--- config.mk ---
export PLATFORM = sky130hd
export DESIGN_NAME = tpu_cmd_sequencer
export DESIGN_NICKNAME = d
export VERILOG_FILES = /design/src/rtl/tpu_cmd_sequencer.sv
export SDC_FILE = /design/constraint.sdc
export NUM_CORES = 1
export LEC_CHECK = 0
export CAP_MARGIN = 40
export CORE_ASPECT_RATIO = 0.75
export CORE_MARGIN = 3
export CORE_UTILIZATION = 52
export DETAILED_ROUTE_END_ITERATION = 8
export MAX_ROUTING_LAYER = met4
export PLACE_DENSITY_LB_ADDON = 0.05
export SLEW_MARGIN = 5
export SYNTH_ARGS = -nofsm -noshare
export SYNTH_HDL_FRONTEND = slang
export SYNTH_SLANG_ARGS = --single-unit
export TNS_END_PERCENT = 100
--- constraint.sdc ---
create_clock -name clk -period 2.5 [get_ports clk]
set_input_delay 0.5 -clock clk [delete_from_list [all_inputs] [get_ports clk]]
set_output_delay 0.5 -clock clk [all_outputs]
set_load 0.005 [all_outputs]
--- src/rtl/tpu_cmd_sequencer.sv ---
// Command-queue sequencer driving the tpu control pins one command at a time.
// Optional perf counters are enabled with SEQ_PERF_CNT_EN.
module tpu_cmd_sequencer #(
  parameter int unsigned CMD_DEPTH  = 4,
  parameter int unsigned LAT_PAD    = 6,
  parameter int unsigned DRAIN_IDLE = 2
) (
  input  logic        clk,
  input  logic        rst,
  input  logic        cmd_valid,
  output logic        cmd_ready,
  input  logic [2:0]  cmd_op,
  input  logic        cmd_transpose,
  input  logic [8:0]  cmd_ptr,
  input  logic [15:0] cmd_addr,
  input  logic [15:0] cmd_rows,
  input  logic [15:0] cmd_cols,
  input  logic [3:0]  cmd_path,
  input  logic        resume,
  input  logic        vpu_valid_in,
  output logic        ub_rd_start,
  output logic        ub_rd_transpose,
  output logic [8:0]  ub_ptr_select,
  output logic [15:0] ub_rd_addr,
  output logic [15:0] ub_rd_row_size,
  output logic [15:0] ub_rd_col_size,
  output logic [3:0]  vpu_data_pathway,
  output logic        sys_switch,
  output logic        busy,
  output logic        halted
`ifdef SEQ_PERF_CNT_EN
  ,
  output logic [31:0] perf_busy_cyc,
  output logic [31:0] perf_drain_cyc
`endif
);

  localparam int unsigned AW = $clog2(CMD_DEPTH);
  localparam int unsigned IW = $clog2(DRAIN_IDLE) + 1;

  typedef enum logic [2:0] {
    S_IDLE, S_FETCH, S_ISSUE, S_WAIT, S_DRAIN, S_HALT
  } state_e;

  typedef enum logic [2:0] {
    OP_NOP = 3'd0, OP_LOAD = 3'd1, OP_SWITCH = 3'd2,
    OP_COMPUTE = 3'd3, OP_SYNC = 3'd4, OP_HALT = 3'd5
  } op_e;

  typedef struct packed {
    logic [2:0]  op;
    logic        tr;
    logic [8:0]  ptr;
    logic [15:0] addr;
    logic [15:0] rows;
    logic [15:0] cols;
    logic [3:0]  path;
  } cmd_t;

  cmd_t           cmd_in;
  cmd_t           mem_q [CMD_DEPTH];
  cmd_t           cmd_q;
  logic [AW-1:0]  wr_ptr_q, rd_ptr_q;
  logic [AW:0]    count_q, count_d;
  logic           full, empty, push, pop;
  state_e         state_q;
  logic [17:0]    wait_q;
  logic [IW-1:0]  idle_q;

  assign cmd_in    = {cmd_op, cmd_transpose, cmd_ptr, cmd_addr, cmd_rows, cmd_cols, cmd_path};
  assign full      = (count_q == (AW+1)'(CMD_DEPTH));
  assign empty     = (count_q == '0);
  assign cmd_ready = !full;
  assign push      = cmd_valid && !full;
  assign pop       = (state_q == S_IDLE) && !empty;
  assign busy      = (state_q != S_IDLE) || !empty;
  assign halted    = (state_q == S_HALT);

  always_comb begin
    count_d = count_q;
    if (push && !pop)      count_d = count_q + (AW+1)'(1);
    else if (pop && !push) count_d = count_q - (AW+1)'(1);
  end

  always_ff @(posedge clk) begin
    if (push) mem_q[wr_ptr_q] <= cmd_in;
  end

  always_ff @(posedge clk or negedge rst) begin
    if (!rst) begin
      wr_ptr_q <= '0;
      rd_ptr_q <= '0;
      count_q  <= '0;
    end else begin
      if (push) wr_ptr_q <= wr_ptr_q + AW'(1);
      if (pop)  rd_ptr_q <= rd_ptr_q + AW'(1);
      count_q <= count_d;
    end
  end

  always_ff @(posedge clk or negedge rst) begin
    if (!rst) begin
      state_q          <= S_IDLE;
      cmd_q            <= '0;
      wait_q           <= '0;
      idle_q           <= '0;
      ub_rd_start      <= 1'b0;
      ub_rd_transpose  <= 1'b0;
      ub_ptr_select    <= '0;
      ub_rd_addr       <= '0;
      ub_rd_row_size   <= '0;
      ub_rd_col_size   <= '0;
      vpu_data_pathway <= '0;
      sys_switch       <= 1'b0;
    end else begin
      ub_rd_start <= 1'b0;
      sys_switch  <= 1'b0;
      case (state_q)
        S_IDLE: begin
          if (!empty) begin
            cmd_q   <= mem_q[rd_ptr_q];
            state_q <= S_FETCH;
          end
        end
        S_FETCH: state_q <= S_ISSUE;
        S_ISSUE: begin
          case (cmd_q.op)
            OP_LOAD, OP_COMPUTE: begin
              ub_rd_start     <= 1'b1;
              ub_rd_transpose <= cmd_q.tr;
              ub_ptr_select   <= cmd_q.ptr;
              ub_rd_addr      <= cmd_q.addr;
              ub_rd_row_size  <= cmd_q.rows;
              ub_rd_col_size  <= cmd_q.cols;
              if (cmd_q.op == OP_COMPUTE) vpu_data_pathway <= cmd_q.path;
              wait_q  <= {2'b00, cmd_q.rows} + {2'b00, cmd_q.cols} + 18'(LAT_PAD) - 18'd1;
              state_q <= S_WAIT;
            end
            OP_SWITCH: begin
              sys_switch <= 1'b1;
              state_q    <= S_IDLE;
            end
            OP_SYNC: begin
              idle_q  <= '0;
              state_q <= S_DRAIN;
            end
            OP_HALT: state_q <= S_HALT;
            default: state_q <= S_IDLE;
          endcase
        end
        S_WAIT: begin
          // WAIT occupies wait_q cycles (at least one) counted from the issue edge.
          if (wait_q <= 18'd1) begin
            wait_q  <= '0;
            idle_q  <= '0;
            state_q <= (cmd_q.op == OP_COMPUTE) ? S_DRAIN : S_IDLE;
          end else begin
            wait_q <= wait_q - 18'd1;
          end
        end
        S_DRAIN: begin
          if (vpu_valid_in) begin
            idle_q <= '0;
          end else if (idle_q == IW'(DRAIN_IDLE - 1)) begin
            idle_q  <= '0;
            state_q <= S_IDLE;
          end else begin
            idle_q <= idle_q + IW'(1);
          end
        end
        S_HALT: begin
          if (resume) state_q <= S_IDLE;
        end
        default: state_q <= S_IDLE;
      endcase
    end
  end

`ifdef SEQ_PERF_CNT_EN
  always_ff @(posedge clk or negedge rst) begin
    if (!rst) begin
      perf_busy_cyc  <= '0;
      perf_drain_cyc <= '0;
    end else begin
      if (busy && (perf_busy_cyc != '1)) perf_busy_cyc <= perf_busy_cyc + 32'd1;
      if ((state_q == S_DRAIN) && (perf_drain_cyc != '1)) perf_drain_cyc <= perf_drain_cyc + 32'd1;
    end
  end
`endif

endmodule
==> results.ini <==
[power]
p_int_w=0.0188
p_sw_share_pct=33.6
power.leakage_nw=7.98
pwr-share-seq_pct=37.7
power_density_mw_per_mm2=1360
p_switching_w=0.00951
power.share.combinational_pct=41.6
p_clk_share_pct=20.7
peakVddDrop_v=0.000665

[worst_setup_path]
cp_max_fo=3
end_kind=register
crit_type=reg2reg
rrSetupSlack_ns=-0.01
timing.rr.end=wait_q[15]$_DFFE_PN0P_
required_ns=2.88
worst-r2r-cell-count=9
setup.worst_path.end=wait_q[15]$_DFFE_PN0P_
setup.worst_path.start_class=register
r2r_start=cmd_q[21]$_DFFE_PN0P_
critPathArrivalTime_ns=2.90
setup.worst_path.start=cmd_q[21]$_DFFE_PN0P_

[placed_design]
placed_cell_area_sq_mm=0.0194
hpwl_mm=24.0
port_buffers=136
gp_congestion=0.830
post-place-ws_ns=-0.106

[logic_synthesis]
yosysSeqAreaShare_pct=69.6
async_flop_share_pct=37.9
synth_seq_cells=419
netlist_instances=1088
synth_nets=1198
yosys.cell_types.count=58
synth_area_sq_mm=0.0169
yosysWarnings=0
synth_edf_count=260
syn_area_per_cell_sq_um=15.6
synthFlopType=edfxtp_1

[sta]
finalCritPeriodShare_pct=101
finClkSkew_ns=0.0271
finalMaxSlewViolations=0
setup_viol=1
hold_violations=0
period_minus_slack_ns=2.51
timing.fmax_mhz=398
slew_headroom_pct=60.3
setup_tns_ns=-0.0129
rsz0062_at_grt=true
worst_pin_slew_ns=0.590
finalWorstSetupSlack_ns=-0.0129

[routing]
antenna_left=0
drt_iter0_drc=804
num_vias=9575
drc_errors=0
wirelength_mm=36.2
wire_per_inst_microns=20.6
dr.pass1.iters=5
vias_per_cell=5.45

[final_layout]
syn_to_final_growth_pct=23.3
finish.utilization_pct=66.0
drive_gt1_share_pct=22.6
final_nets=1398
n_fill_cell=2313
seq_area_sq_mm=0.0118
multi_input_area_sq_mm=0.00506
fin_area_sq_mm=0.0209

[floorplan]
io_pins=137
fp.coreArea_sq_mm=0.0317
row_count=56
die_y_microns=162
die_area_sq_mm=0.0348
die_x_microns=214
initial_core_util_pct=53.5

[grt]
track_usage_pct=22.2
globalRoute.totalOverflow=0
grt_max_degree=52
grt_pass1_wl_mm=58.1
antenna_found_initial=2
grt_pass1_vias=10000

[cts]
root_buffer=clkbuf_16
clock-sinks=419
cts.htree.levels=2
clock_latency_ns=0.54
cts_tree=done
cts_buffers=41
clock_path_buffers=3
clk_pin_slew_ns=0.06

[outcome]
violations=negative setup slack
status=finished, violations left

[hold_path]
hp-class=reg2reg

[job]
drv_cap=0

==> flip-flops by register name (all words and copies together) (netlist names), 2 cells and up <==
register          flops
mem_q               260
cmd_q                65
wait_q               18
ub_rd_addr           16
ub_rd_col_size       16
ub_rd_row_size       16
ub_ptr_select         9
vpu_data_pathway      4
count_q               3
state_q               3
idle_q                2
rd_ptr_q              2
wr_ptr_q              2
==> how the worst min path moves through the flow <==
stage | depth (start not counted) | end | start | slack (ns)
after detailed placement | 2 | ub_rd_transpose$_DFFE_PN0P_ | cmd_q[61]$_DFFE_PN0P_ | 0.45
after floorplan | 0 | cmd_q[0]$_DFFE_PN0P_ | rst | 0.20
after global placement | 2 | ub_rd_addr[1]$_DFFE_PN0P_ | cmd_q[37]$_DFFE_PN0P_ | 0.45
final | 2 | ub_rd_transpose$_DFFE_PN0P_ | cmd_q[61]$_DFFE_PN0P_ | 0.46
after global routing | 2 | ub_ptr_select[7]$_DFFE_PN0P_ | ub_ptr_select[7]$_DFFE_PN0P_ | 0.49
after CTS | 2 | ub_rd_transpose$_DFFE_PN0P_ | cmd_q[61]$_DFFE_PN0P_ | 0.47
==> logic make-up after synthesis <==
logic type               synth area share [%]
flip-flops                               69.6
AO/OA/AOI/OAI                            4.20
buffers and inverters                    1.60
XOR/XNOR                                0.930
multiplexers                             13.1
AND/OR/NAND/NOR                          7.59
adder cells (fa/ha/maj)                  3.04
==> layout by cell type, fill, tap and decap left out, drive strengths merged, types with 4 or more instances in the layout <==
cell,count
or3,5
mux2,66
nor2b,4
nand2,209
inv,20
o21a,6
clkbuf,58
nand3,9
o21ai,35
a221o,4
nor2,29
o22ai,5
nor3,16
clkinv,14
a21o,6
xor2,8
clkdlybuf4s50,134
and3,11
nor4,4
dfrtp,159
a21oi,26
xnor2,10
edfxtp,260
mux4,65
buf,69
ha,38
==> power groups by stage <==
stage	registers, W	clock network [W]	logic [W]
2_1_floorplan	0.0104	0	0.00725
3_3_place_gp	0.0107	0	0.0112
3_5_place_dp	0.0108	0	0.0113
4_1_cts	0.0107	0.00600	0.0116
5_1_grt	0.0109	0.00631	0.0129
6_report	0.0107	0.00586	0.0118
==> metal layers <==
| layer | GRT usage [%] | up-vias | share of wire [%] |
|---|---|---|---|
| li1 | - | 4471 | - |
| met1 | 31.1 | 4870 | 45 |
| met2 | 35.0 | 205 | 48 |
| met3 | 4.40 | 29 | 5.3 |
| met4 | 3.84 | 0 | 1.1 |
| met5 | - | - | 0 |
==> layout make-up <==
cell class	instances	share of cell area, %
Timing Repair Buffer	205	10.2
Tap cell	435	2.60
Inverter	19	0.341
Clock inverter	17	0.521
Sequential cell	419	56.4
Antenna cell	2	0.0240
Multi-Input combinational cell	602	24.2
Clock buffer	58	5.65
==> through the flow <==
step	std cells	power, W	hold WS, ns
final	1757	0.0283	0.461
after CTS	1752	0.0283	0.469
after floorplan	1088	0.0177	0.204
after detailed placement	1674	0.0221	0.454
after global placement	1674	0.0219	0.450
after global routing	1757	0.0302	0.486
==> critical path, cell delays in order, from the launching register on <==
cell       delay [ns]
dfrtp_1          0.41
ha_4             0.26
ha_4             0.16
fa_2             0.40
a21o_4           0.23
a221oi_4         0.30
a2111oi_4        0.14
a221o_1          0.34
nand2_1          0.07
nand3_1          0.07
==> synthesized netlist by cell type (4+ instances only) <==
library cell  count  area (sq um)
edfxtp_1        260          7810
nand2_1         209           785
dfrtp_1         159          3980
mux2_2           66           743
mux4_2           65          1460
ha_1             38           475
clkbuf_1         35           131
o21ai_0          35           175
nor2_1           28           105
a21oi_1          26           130
inv_1            19          71.3
nor3_1           15          75.1
and3_1           11          68.8
xnor2_1          10          87.6
nand3_1           9          45.0
xor2_1            8          70.1
a21o_1            6          45.0
buf_1             6          22.5
o21a_1            6          45.0
o22ai_1           5          31.3
a221o_1           4          40.0
buf_2             4          20.0
nor2b_1           4          25.0
nor4_1            4          25.0
or3_1             4          25.0
==> repair_timing <==
action,in CTS,in global routing
endpoints found under the setup margin,5,6
gates resized for setup,12,15
hold buffers,1,0
hold endpoints to repair,47,0
buffers inserted,2,3
pin swaps,9,10
Note: power is estimated with default switching activity, not from simulation.
